$ cat src/rtl/g729_shift_seq.sv
// ---------------------------------------------------------------------------
// g729_shift_seq
// Sequential saturating shifter implementing the G.729 basic ops shl/shr
// (WIDTH=16) and L_shl/L_shr (WIDTH=32). One bit is shifted per clock under a
// start/done handshake. Left shifts saturate to MAX/MIN the moment the next
// step would change the sign bit. Right shifts are arithmetic.
//
// Ports
//   clock        rising-edge clock
//   reset        asynchronous, active-low reset
//   start        request, sampled only while idle
//   dir          0 = shift left, 1 = shift right
//   var1         signed operand (WIDTH bits)
//   var2         signed shift count (CNT_W bits); negative reverses dir
//   ovf_clear    clears the sticky overflow_acc flag
//   busy         high from start acceptance until done falls
//   done         one-cycle pulse, result/overflow valid
//   result       shifted value, held until the next accepted start completes
//   overflow     saturation occurred in the last operation
//   overflow_acc sticky OR of overflow since the last ovf_clear
// ---------------------------------------------------------------------------
module g729_shift_seq #(
    parameter int WIDTH = 16,
    parameter int CNT_W = 16
) (
    input  logic             clock,
    input  logic             reset,
    input  logic             start,
    input  logic             dir,
    input  logic [WIDTH-1:0] var1,
    input  logic [CNT_W-1:0] var2,
    input  logic             ovf_clear,
    output logic             busy,
    output logic             done,
    output logic [WIDTH-1:0] result,
    output logic             overflow,
    output logic             overflow_acc
);

    // Count register must hold values up to WIDTH inclusive.
    localparam int CW = $clog2(WIDTH + 1);
    // Magnitude needs one extra bit so that -2^(CNT_W-1) becomes +2^(CNT_W-1).
    localparam int MW = CNT_W + 1;

    typedef enum logic [1:0] {
        ST_IDLE  = 2'd0,
        ST_SHIFT = 2'd1,
        ST_DONE  = 2'd2
    } state_t;

    // Saturation value chosen by the sign of the accumulator.
    function automatic logic [WIDTH-1:0] sat_value(input logic neg);
        logic [WIDTH-1:0] val;
        if (neg) begin
            val = {1'b1, {(WIDTH-1){1'b0}}};
        end else begin
            val = {1'b0, {(WIDTH-1){1'b1}}};
        end
        return val;
    endfunction

    state_t           state_r;
    logic [WIDTH-1:0] acc_r;
    logic [CW-1:0]    cnt_r;
    logic             dir_r;
    logic             busy_r;
    logic             done_r;
    logic [WIDTH-1:0] result_r;
    logic             overflow_r;
    logic             overflow_acc_r;

    logic [MW-1:0]    mag_s;
    logic [MW-1:0]    lim_s;
    logic             eff_dir_s;
    logic [CW-1:0]    n_s;
    logic             sat_s;

    // Effective direction and clamped count derived from the signed var2.
    always_comb begin
        mag_s     = '0;
        lim_s     = '0;
        eff_dir_s = dir;
        n_s       = '0;
        if (var2[CNT_W-1]) begin
            mag_s     = {1'b0, ~var2} + MW'(1);
            eff_dir_s = ~dir;
        end else begin
            mag_s     = {1'b0, var2};
            eff_dir_s = dir;
        end
        // Right shifts beyond WIDTH-1 only repeat the sign fill.
        if (eff_dir_s) begin
            lim_s = MW'(WIDTH - 1);
        end else begin
            lim_s = MW'(WIDTH);
        end
        if (mag_s > lim_s) begin
            n_s = lim_s[CW-1:0];
        end else begin
            n_s = mag_s[CW-1:0];
        end
    end

    // A left step saturates when the two top bits differ: the shift would flip the sign.
    always_comb begin
        sat_s = 1'b0;
        if ((state_r == ST_SHIFT) && (cnt_r != '0) && !dir_r) begin
            sat_s = (acc_r[WIDTH-1] != acc_r[WIDTH-2]);
        end else begin
            sat_s = 1'b0;
        end
    end

    // Control FSM, shift datapath and registered outputs.
    always_ff @(posedge clock or negedge reset) begin
        if (!reset) begin
            state_r        <= ST_IDLE;
            acc_r          <= '0;
            cnt_r          <= '0;
            dir_r          <= 1'b0;
            busy_r         <= 1'b0;
            done_r         <= 1'b0;
            result_r       <= '0;
            overflow_r     <= 1'b0;
            overflow_acc_r <= 1'b0;
        end else begin
            case (state_r)
                ST_IDLE: begin
                    done_r <= 1'b0;
                    if (start) begin
                        acc_r      <= var1;
                        cnt_r      <= n_s;
                        dir_r      <= eff_dir_s;
                        overflow_r <= 1'b0;
                        busy_r     <= 1'b1;
                        state_r    <= ST_SHIFT;
                    end else begin
                        busy_r  <= 1'b0;
                        state_r <= ST_IDLE;
                    end
                end
                ST_SHIFT: begin
                    if (cnt_r == '0) begin
                        result_r <= acc_r;
                        done_r   <= 1'b1;
                        state_r  <= ST_DONE;
                    end else if (sat_s) begin
                        result_r   <= sat_value(acc_r[WIDTH-1]);
                        overflow_r <= 1'b1;
                        done_r     <= 1'b1;
                        state_r    <= ST_DONE;
                    end else begin
                        if (dir_r) begin
                            acc_r <= {acc_r[WIDTH-1], acc_r[WIDTH-1:1]};
                        end else begin
                            acc_r <= {acc_r[WIDTH-2:0], 1'b0};
                        end
                        cnt_r   <= cnt_r - CW'(1);
                        state_r <= ST_SHIFT;
                    end
                end
                ST_DONE: begin
                    done_r  <= 1'b0;
                    busy_r  <= 1'b0;
                    state_r <= ST_IDLE;
                end
                default: begin
                    done_r  <= 1'b0;
                    busy_r  <= 1'b0;
                    state_r <= ST_IDLE;
                end
            endcase

            // Setting the sticky flag takes priority over clearing it.
            if (sat_s) begin
                overflow_acc_r <= 1'b1;
            end else if (ovf_clear) begin
                overflow_acc_r <= 1'b0;
            end else begin
                overflow_acc_r <= overflow_acc_r;
            end
        end
    end

    assign busy         = busy_r;
    assign done         = done_r;
    assign result       = result_r;
    assign overflow     = overflow_r;
    assign overflow_acc = overflow_acc_r;

endmodule

$ cat config.mk
export PLATFORM = sky130hd
export DESIGN_NAME = g729_shift_seq
export DESIGN_NICKNAME = d
export VERILOG_FILES = /design/src/rtl/g729_shift_seq.sv
export SDC_FILE = /design/constraint.sdc
export NUM_CORES = 1
export LEC_CHECK = 0
export ABC_CLOCK_PERIOD_IN_PS = 4600
export BUFFER_PORTS_ARGS = -buffer_cell sky130_fd_sc_hd__buf_2
export CAP_MARGIN = 20
export CORE_ASPECT_RATIO = 0.8
export CORE_UTILIZATION = 25
export CTS_CLUSTER_SIZE = 12
export DETAILED_ROUTE_END_ITERATION = 10
export GPL_TIMING_DRIVEN = 0
export PLACE_DENSITY_LB_ADDON = 0.12
export SYNTH_ARGS = -nofsm -noshare
export SYNTH_HDL_FRONTEND = slang
export SYNTH_SLANG_ARGS = --single-unit
$ cat constraint.sdc
create_clock -name clock -period 4.6 [get_ports clock]
set_input_delay 0.92 -clock clock [delete_from_list [all_inputs] [get_ports clock]]
set_output_delay 0.92 -clock clock [all_outputs]
set_load 0.02 [all_outputs]
==> results of run 1 <==
## metrics by stage
stage | cells | power, µW | setup slack (ns) | instance area, µm² | hold WS [ns]
4_1_cts | 511 | 2230 | 1.39 | 3300 | 0.481
3_5_place_dp | 503 | 1860 | 1.11 | 3150 | 0.467
6_report | 512 | 2210 | 1.42 | 3320 | 0.457
3_3_place_gp | 503 | 1860 | 1.13 | 3150 | 0.465
2_1_floorplan | 308 | 1490 | 1.56 | 2700 | 0.492
5_1_grt | 512 | 2410 | 1.17 | 3320 | 0.461
## metal layers
metal,routed length (µm),global-route usage,vias up
met1,4230,0.214,1117
met2,2870,0.187,48
met5,0,0,-
li1,-,-,1232
met3,271,0.0272,2
met4,19,0.0160,0
## cell usage in the layout, fill, tap and decap left out, types with 2 or more instances in the layout
cell type / n
buf_6: 3
nand2_1: 45
ha_1: 7
o31ai_1: 3
a31oi_1: 2
nor3b_1: 2
o21ai_0: 34
clkbuf_16: 5
inv_1: 10
a221o_1: 2
mux2i_1: 19
o21ai_1: 2
a22oi_1: 2
nor4_1: 2
nor2b_1: 2
a21oi_1: 37
nand2b_1: 3
or3_1: 2
nor2_1: 27
or4_4: 2
xnor2_1: 4
nand3_1: 3
clkbuf_1: 13
dfrtp_1: 44
buf_2: 56
o22ai_1: 3
o21bai_1: 2
nor3_1: 5
## final cells by class
class                   instances  area, µm²  area share
repair buffers                 56        295      0.0890
clock buffers                   7        143      0.0430
clock inverters                 1       7.51     0.00226
plain buffers                  17       87.6      0.0264
flip-flops and latches         44       1100       0.332
multi-input cells             237       1470       0.443
inverters                      10       37.5      0.0113
well taps                     140        175      0.0528
## cells by family after synthesis
group           after synthesis  synth area share
simple gates                107             0.203
flops                        44             0.408
buf+inv                      27            0.0464
compound gates               98             0.218
mux                          20            0.0761
xor+xnor                      5            0.0162
fa+ha+maj                     7            0.0325
## cell usage after synthesis, types with 2 or more instances
library cell  count  area [µm²]
nand2_1          45         169
dfrtp_1          44        1100
a21oi_1          37         185
o21ai_0          34         170
nor2_1           27         101
mux2i_1          19         190
clkbuf_1         12        45.0
inv_1            10        37.5
ha_1              7        87.6
nor3_1            5        25.0
xnor2_1           4        35.0
buf_6             3        33.8
nand2b_1          3        18.8
nand3_1           3        15.0
o22ai_1           3        18.8
o31ai_1           3        22.5
a221o_1           2        20.0
a22oi_1           2        15.0
a31oi_1           2        12.5
nor2b_1           2        12.5
nor3b_1           2        15.0
nor4_1            2        12.5
o21ai_1           2        10.0
o21bai_1          2        15.0
or3_1             2        12.5
or4_4             2        22.5
## sequential cells by signal, indices dropped and copies added, names as in the netlist
name	count
cnt_r	5
overflow	1
result	16
overflow_acc	1
busy	1
acc_r	16
dir_r	1
state_r	2
done	1
## report_power, final
part           internal, µW  switching [µW]  total, µW
Sequential              580             160        740
Clock                   216             147        364
Combinational           402             703       1110
## worst register-to-register path, cell delays in order, from the launching register on
cell	delay [ns]
dfrtp_1	0.40
inv_1	0.07
ha_1	0.20
nor4b_2	0.56
o21bai_1	0.33
o21a_1	0.16
buf_2	0.18
clkbuf_1	0.43
o22ai_1	0.14
## final timing paths
check,startpoint,to,slack (ns),cells after the start
worst max-delay path,var2[0],cnt_r[0],1.42,13
worst min-delay path,reset,result[7],0.46,1
worst max register to register,cnt_r[0],acc_r[15],1.99,8
worst min register to register,result[3],result[3],0.47,2
max in group asynchronous,reset,acc_r[14],3.69,2
min in group clock,result[3],result[3],0.47,2
==> out/qor.yml, run 1 <==
timing.final.crit_share: 0.692
worst_slew_pin_slew_ns: 0.802
diodes: 0
synth_nets: 352
track_usage: 0.135
ctsResizeCount: 0
gp_congestion: 0.760
hpwl_um: 5640
synth.yosys.seq_area_share: 0.408
cts_num_sinks: 44
wl_per_cell_um: 14.4
grt_overflow_total: 0
syn_inst: 308
post_cts_buffers: 0
final_core_util: 0.320
grt_pass1_wl_um: 11700
drtIter0Drc: 105
chipWidth_um: 118
power.density_mw_per_mm2: 666
ir_drop_v: 0.000188
antenna_found_initial: 0
dieArea_mm2: 0.0112
grt_pass1_vias: 2224
placeableCoreArea_mm2: 0.0104
p_leak_uw: 0.00151
cp-start-kind: "input pin"
ios: 57
clockBufferDepth: 2
min_period_ns: 3.18
clock_latency_ns: 0.28
hold_viol: 0
die_height_um: 94.9
max_cap_violations: 0
synth_ff_type: "dfrtp_1"
slew_headroom: 0.464
dr.pass1.iters: 4
layout-drive-gt1-share: 0.218
cts_made_buffers: 5
crit_required_ns: 4.80
finalSetupTns_ns: 0
syn_area_mm2: 0.00270
rsz0062_at_grt: "no"
hp-class: "input pin to async pin"
end_kind: "register"
vias: 2399
crit_buf_inv: 2
max_freq_mhz: 314
num_rows: 33
routed_wl_um: 7400
root_buffer: "clkbuf_16"
clkTransAtPathRegs_ns: 0.06
path_delay_family: "simple AND/OR/NAND/NOR gates"
critPathMaxStageDelay_ns: 0.44
worstSetupPathType: "input pin to register"
ys_ff_latch: 44
slew_viol_final: 0
outcome: "finished, final reports clean"
synth_edf_count: 0
cp_max_fo: 7
start_util: 0.260
final_nets: 415
critPathSlowestCell: "or3b_1"
yosysWarnings: 0
synthArstFlopShare: 1.00
synthToLayoutAreaGrowth_pct: 23.0
setup_viol: 0
grt_max_degree: 45
nFillCells: 1099
cts_tree: "yes"
antenna_left: 0
synth.avg_cell_area_um2: 8.75
finClkSkew_ns: 0.00545
htree_levels: 2
critical_path_arrival_ns: 3.39
cts_hold_buf: 0
port_buffers: 55
vias_per_cell: 4.69
drc: 0
ys_types: 55
crit_chain: "buf_2, inv_1, ha_1, or3b_1, nand2_1, xnor2_1, ha_1, mux2i_1, a21oi_1, a21oi_1, nand4_4, or2_1, o211ai_2"
No activity file was read; power rests on OpenSTA's default activity.
==> run 2: changes to the inputs <==
ABC_AREA = 1   (was unset)
ABC_CLOCK_PERIOD_IN_PS = 3200   (was 4600)
clock period = 3.2 ns   (was 4.6 ns; I/O delays follow)
==> out/qor.yml, run 2 <==
finClkSkew_ns: 0.00331  # -0.00214 ns
hold_viol: 0  # unchanged
yosys-top-cells-count: "nand2_1, inv_1, nor2_1, dfrtp_1, o21ai_0"
gp_congestion: 0.808  # +6.3%
setup_viol: 0  # unchanged
cts_tree: "yes"
ir_drop_v: 0.000305  # +63%
drtIter0Drc: 157  # +50%
dpl_cell_area_mm2: 0.00340  # +8.2%
synthToLayoutAreaGrowth_pct: 21.2
max_freq_mhz: 347
wl_met2_um: 3380  # +18%
slew_viol_final: 0  # unchanged
layout_common_cells: "nand2_1, buf_2, inv_1, nor2_1, dfrtp_1"
root_buffer: "clkbuf_16"
mostFrequentLayoutCell: "nand2_1"
post_cts_buffers: 0  # unchanged
cts_hold_buf: 0  # unchanged
clkTransAtPathRegs_ns: 0.06  # about the same
grt_max_degree: 45  # unchanged
nFillCells: 1294  # +18%
synth_edf_count: 0  # unchanged
grt_overflow_total: 0  # unchanged
synth_nets: 481  # +37%
wl_met1_um: 4510  # +6.5%
fin_cells: 649  # +27%
dr_wl_met3_um: 459  # +69%
placed_cells: 641  # +27%
cts_num_sinks: 44  # unchanged
antenna_found_initial: 0  # unchanged
hpwl_um: 6540  # +16%
diodes: 0  # unchanged
timing.hold.ws_ns: 0.263  # -0.194 ns
chipWidth_um: 123  # +4.3%
grt_pass1_wl_um: 13500  # +15%
cp_max_fo: 10  # +3
hp-class: "input pin to async pin"
htree_levels: 2  # unchanged
power.density_mw_per_mm2: 907  # +36%
yosys.area.top_type: "dfrtp_1"
die_height_um: 99.0  # +4.3%
vias_per_cell: 4.51  # -3.6%
clock_latency_ns: 0.29  # about the same
clockBufferDepth: 2  # unchanged
min_period_ns: 2.88
track_usage: 0.143  # +0.00747
ctsResizeCount: 0  # unchanged
syn_area_mm2: 0.00294  # +9.0%
end_kind: "register"
placeableCoreArea_mm2: 0.0115  # +11%
ys_types: 30  # -45%
final_area_mm2: 0.00356  # +7.4%
num_rows: 35  # +6.1%
outcome: "finished, final reports clean"
setup_slack_ns: 0.322  # -1.09 ns
ys_ff_latch: 44  # unchanged
layout-drive-gt1-share: 0.192  # -0.0261
grt_pass1_vias: 2588  # +16%
ios: 57  # unchanged
synth_ff_type: "dfrtp_1"
worst_slew_pin_slew_ns: 0.546  # -0.256 ns
start_util: 0.256  # -0.00401
cp-start-kind: "input pin"
routed_wl_um: 8400  # +13%
synth_most_common_cell: "nand2_1"
final_core_util: 0.310  # -0.00958
timing.final.crit_share: 0.899
yosysWarnings: 0  # unchanged
wl_per_cell_um: 12.9  # -10%
synthArstFlopShare: 1.00  # unchanged
max_cap_violations: 0  # unchanged
slew_headroom: 0.633  # +0.169
port_buffers: 56  # +1.8%
dieArea_mm2: 0.0122  # +8.8%
final_nets: 545  # +31%
dr.max_layer_used: "met4"
ys_top_cells_by_area: "dfrtp_1, nand2_1, o21ai_0"
p_leak_uw: 0.00187  # +23%
crit_required_ns: 3.36  # -1.44 ns
critical_path_arrival_ns: 3.04  # -0.35 ns
cts_made_buffers: 5  # unchanged
antenna_left: 0  # unchanged
worstSetupPathType: "input pin to register"
dr.pass1.iters: 5  # +1
pre_cts_slack_ns: -0.0372  # -1.15 ns
drc: 0  # unchanged
vias: 2930  # +22%
syn_inst: 437  # +42%
rsz0062_at_grt: "no"
synth.yosys.seq_area_share: 0.375  # -0.0337
synth.avg_cell_area_um2: 6.73  # -23%
synth_top_area_share: 0.375  # -0.0337
[run 2: changes by cell type in the layout (fill, tap and decap cells not counted), sizes merged, moves of 15 or more]
cell	change
a21oi	-15
inv	+39
mux2i	-19
nand2	+96
nand3	+16
nor2	+28
[run 2: final cells by class]
| type | instances | area, µm² | area share |
|---|---|---|---|
| Tap cell | 148 | 185 | 0.0520 |
| Multi-Input combinational cell | 326 | 1570 | 0.440 |
| Timing Repair Buffer | 57 | 300 | 0.0843 |
| Clock buffer | 5 | 125 | 0.0351 |
| Clock inverter | 2 | 12.5 | 0.00351 |
| Sequential cell | 44 | 1100 | 0.309 |
| Buffer | 16 | 78.8 | 0.0221 |
| Inverter | 51 | 191 | 0.0537 |
[run 2: through the flow]
step / power, µW / TNS [ns]
finish: 3230 / 0
global route: 3560 / 0
CTS: 3260 / 0
detailed placement: 2750 / -0.0579
global placement: 2720 / -0.0647
floorplan: 2200 / 0
[run 2: where the power goes]
part / leakage [µW] / total (µW) / switching (µW) / internal (µW)
combinational: 0.00128 / 1700 / 1150 / 552
clock: 0.0000657 / 507 / 223 / 284
sequential: 0.000520 / 1020 / 178 / 843
total: 0.00187 / 3230 / 1550 / 1680
[run 2: path summary, 6_finish.rpt]
path                           start            to  slack [ns]  depth (start not counted)
max in group asynchronous      reset     acc_r[12]        2.44                          2
hold / removal                 reset  overflow_acc        0.26                          1
hold reg to reg            result[9]     result[9]        0.47                          2
setup reg to reg            cnt_r[0]     acc_r[11]        1.14                          8
setup / recovery            var2[15]      cnt_r[1]        0.32                         16
min in group clock         result[9]     result[9]        0.47                          2
[run 2: cell families after synthesis]
kind of cell / after synthesis / synth area share
AO/OA/AOI/OAI: 88 / 0.158
XOR/XNOR: 5 / 0.0149
adder cells (fa/ha/maj): 7 / 0.0298
buffers and inverters: 67 / 0.0920
flip-flops: 44 / 0.375
AND/OR/NAND/NOR: 226 / 0.330
[run 2: critical path: stages]
cell     delay (ns)
buf_2          0.13
buf_2          0.20
xnor2_1        0.49
inv_1          0.19
ha_1           0.34
nand2_1        0.05
inv_1          0.06
nand3_1        0.07
o21ai_0        0.17
nand3_1        0.10
nor2_2         0.13
nand3_2        0.11
nand2_2        0.10
nand3_1        0.10
nand2_1        0.08
o21ai_1        0.06
[run 2: layer usage]
metal | vias to the layer above | GRT usage
li1 | 1527 | -
met1 | 1329 | 0.226
met2 | 70 | 0.196
met3 | 4 | 0.0231
met4 | 0 | 0.0361
met5 | - | 0
==> run 3: changes to the inputs <==
==> constraint.sdc (replaced) <==
create_clock -name clock -period 3.2 [get_ports clock]
set_input_delay 0.32 -clock clock [delete_from_list [all_inputs] [get_ports clock]]
set_output_delay 0.32 -clock clock [all_outputs]
set_load 0.02 [all_outputs]
==> out/qor.yml, run 3 (same netlist as run 2, synthesis figures left out) <==
p_seq_frac: 0.316  # about the same
critPathSlowestCell: "xnor2_1"
ir_drop_v: 0.000303  # -0.68%
layout_common_cells: "nand2_1, buf_2, inv_1, nor2_1, dfrtp_1"
slew_headroom: 0.623  # -0.0101
final_nets: 546  # +0.18%
cts_hold_buf: 0  # unchanged
rsz0062_at_grt: "no"
grt_max_degree: 45  # unchanged
crit_chain: "buf_2, buf_2, xnor2_1, inv_1, ha_1, nand2_1, inv_1, nand3_1, o21ai_0, nand3_1, nor2_2, nand3_2, nand2_2, nand3_1, nand2_1, o21ai_1"
clkTransAtPathRegs_ns: 0.06  # about the same
track_usage: 0.143  # unchanged
ctsResizeCount: 0  # unchanged
placeableCoreArea_mm2: 0.0115  # unchanged
die_height_um: 99.0  # unchanged
min_period_ns: 2.57  # -0.307 ns
max_cap_violations: 0  # unchanged
antenna_found_initial: 0  # unchanged
crit_required_ns: 3.36  # about the same
slew_viol_final: 0  # unchanged
worstSetupPathType: "input pin to register"
pwr-share-comb: 0.527  # about the same
pre_cts_slack_ns: 0.283  # +0.320 ns
hpwl_um: 6540  # unchanged
setup_slack_ns: 0.629  # +0.307 ns
chipWidth_um: 123  # unchanged
met3_usage: 0.0231  # unchanged
setup_viol: 0  # unchanged
cpMostUsedCell: "nand3_1"
htree_levels: 2  # unchanged
crit_end: "cnt_r[1]"
layout-drive-gt1-share: 0.191  # -0.000382
hold_viol: 0  # unchanged
timing.final.crit_share: 0.803  # -0.0958
total_power_uw: 3230  # about the same
diodes: 0  # unchanged
critPathMaxStageDelay_ns: 0.50  # about the same
placed_cells: 641  # unchanged
mostFrequentLayoutCell: "nand2_1"
cp-start-kind: "input pin"
cts_num_sinks: 44  # unchanged
drtIter0Drc: 160  # +1.9%
gr-usage-met2: 0.196  # unchanged
port_buffers: 56  # unchanged
grt.busiest_layer: "met1"
num_rows: 35  # unchanged
final_area_mm2: 0.00357  # +0.28%
vias: 2923  # -0.24%
post_cts_buffers: 0  # unchanged
routed_wl_um: 8440  # +0.51%
max_freq_mhz: 389  # +12%
cp-startpoint: "var2[15]"
synthToLayoutAreaGrowth_pct: 21.5
start_util: 0.256  # unchanged
nFillCells: 1293  # -0.077%
critical_path_arrival_ns: 2.73  # -0.31 ns
antenna_left: 0  # unchanged
p_switching_uw: 1550  # about the same
grt_overflow_total: 0  # unchanged
cts_tree: "yes"
reg2reg_slack_ns: 1.15  # about the same
fin_cells: 650  # +0.15%
outcome: "finished, final reports clean"
gp_congestion: 0.808  # unchanged
hp-class: "input pin to register"
grt_pass1_wl_um: 13500  # unchanged
drc: 0  # unchanged
worst_slew_pin_slew_ns: 0.561  # +0.0150 ns
reg2reg_to: "acc_r[10]"
p_sw_frac: 0.480  # about the same
root_buffer: "clkbuf_16"
worstRegToRegCells: 7  # -1
clockBufferDepth: 2  # unchanged
wl_per_cell_um: 13.0  # +0.36%
vias_per_cell: 4.50  # -0.39%
dr.pass1.iters: 4  # -1
clock_latency_ns: 0.29  # about the same
dpl_cell_area_mm2: 0.00340  # unchanged
grt_pass1_vias: 2588  # unchanged
power.density_mw_per_mm2: 905  # -0.24%
dieArea_mm2: 0.0122  # unchanged
end_kind: "register"
p_leak_uw: 0.00187  # +0.22%
finalSetupTns_ns: 0  # unchanged
p_int_uw: 1680  # about the same
gr-usage-met1: 0.226  # unchanged
p_clk_frac: 0.156  # about the same
reg2reg_from: "cnt_r[0]"
ios: 57  # unchanged
cp_max_fo: 10  # unchanged
cts_made_buffers: 5  # unchanged
finClkSkew_ns: 0.00381  # +0.000500 ns
==> run 3: changes by cell type in the layout (fill, tap and decap cells not counted) <==
cell           before  now
dlygate4sd3_1       0    1
==> run 3: cell type report <==
cell class	instances	area, µm²	share of cell area
inverter	51	191	0.0536
timing repair buffer	58	310	0.0869
tap	148	185	0.0518
clock inverter	2	12.5	0.00350
multi-input combinational	326	1570	0.439
clock buffer	5	125	0.0350
buffer	16	78.8	0.0221
sequential	44	1100	0.308
==> run 3: per-stage QoR <==
stage                     utilization  hold WS [ns]
after floorplan                     -        0.0244
after global placement          0.297         0.458
after detailed placement        0.297         0.462
after CTS                       0.309         0.218
after global routing            0.311         0.237
final                           0.311         0.222
==> run 3: worst max-delay path: cells and delay by family <==
family	cells	cell delay, ns
buf+inv	4	0.58
xor+xnor	1	0.50
simple gates	8	0.75
fa+ha+maj	1	0.34
compound gates	2	0.23
==> run 3: metal layers <==
metal	wire, µm	vias up
li1	-	1527
met1	4610	1327
met2	3380	65
met3	397	4
met4	51	0
met5	0	-
==> run 3: worst min-delay path by stage <==
| stage | slack (ns) | to | cells past startpoint | from |
|---|---|---|---|---|
| floorplan | 0.02 | acc_r[0] | 0 | reset |
| global placement | 0.46 | result[11] | 2 | result[11] |
| detailed placement | 0.46 | result[9] | 2 | result[9] |
| CTS | 0.22 | overflow_acc | 2 | ovf_clear |
| global route | 0.24 | overflow_acc | 2 | ovf_clear |
| finish | 0.22 | overflow_acc | 2 | ovf_clear |
==> run 3: power by group through the flow <==
stage | logic, µW | registers [µW] | clock network [µW]
floorplan | 1060 | 1140 | 0
global placement | 1700 | 1020 | 0
detailed placement | 1720 | 1030 | 0
CTS | 1720 | 1020 | 521
global route | 1960 | 1060 | 532
finish | 1710 | 1020 | 506
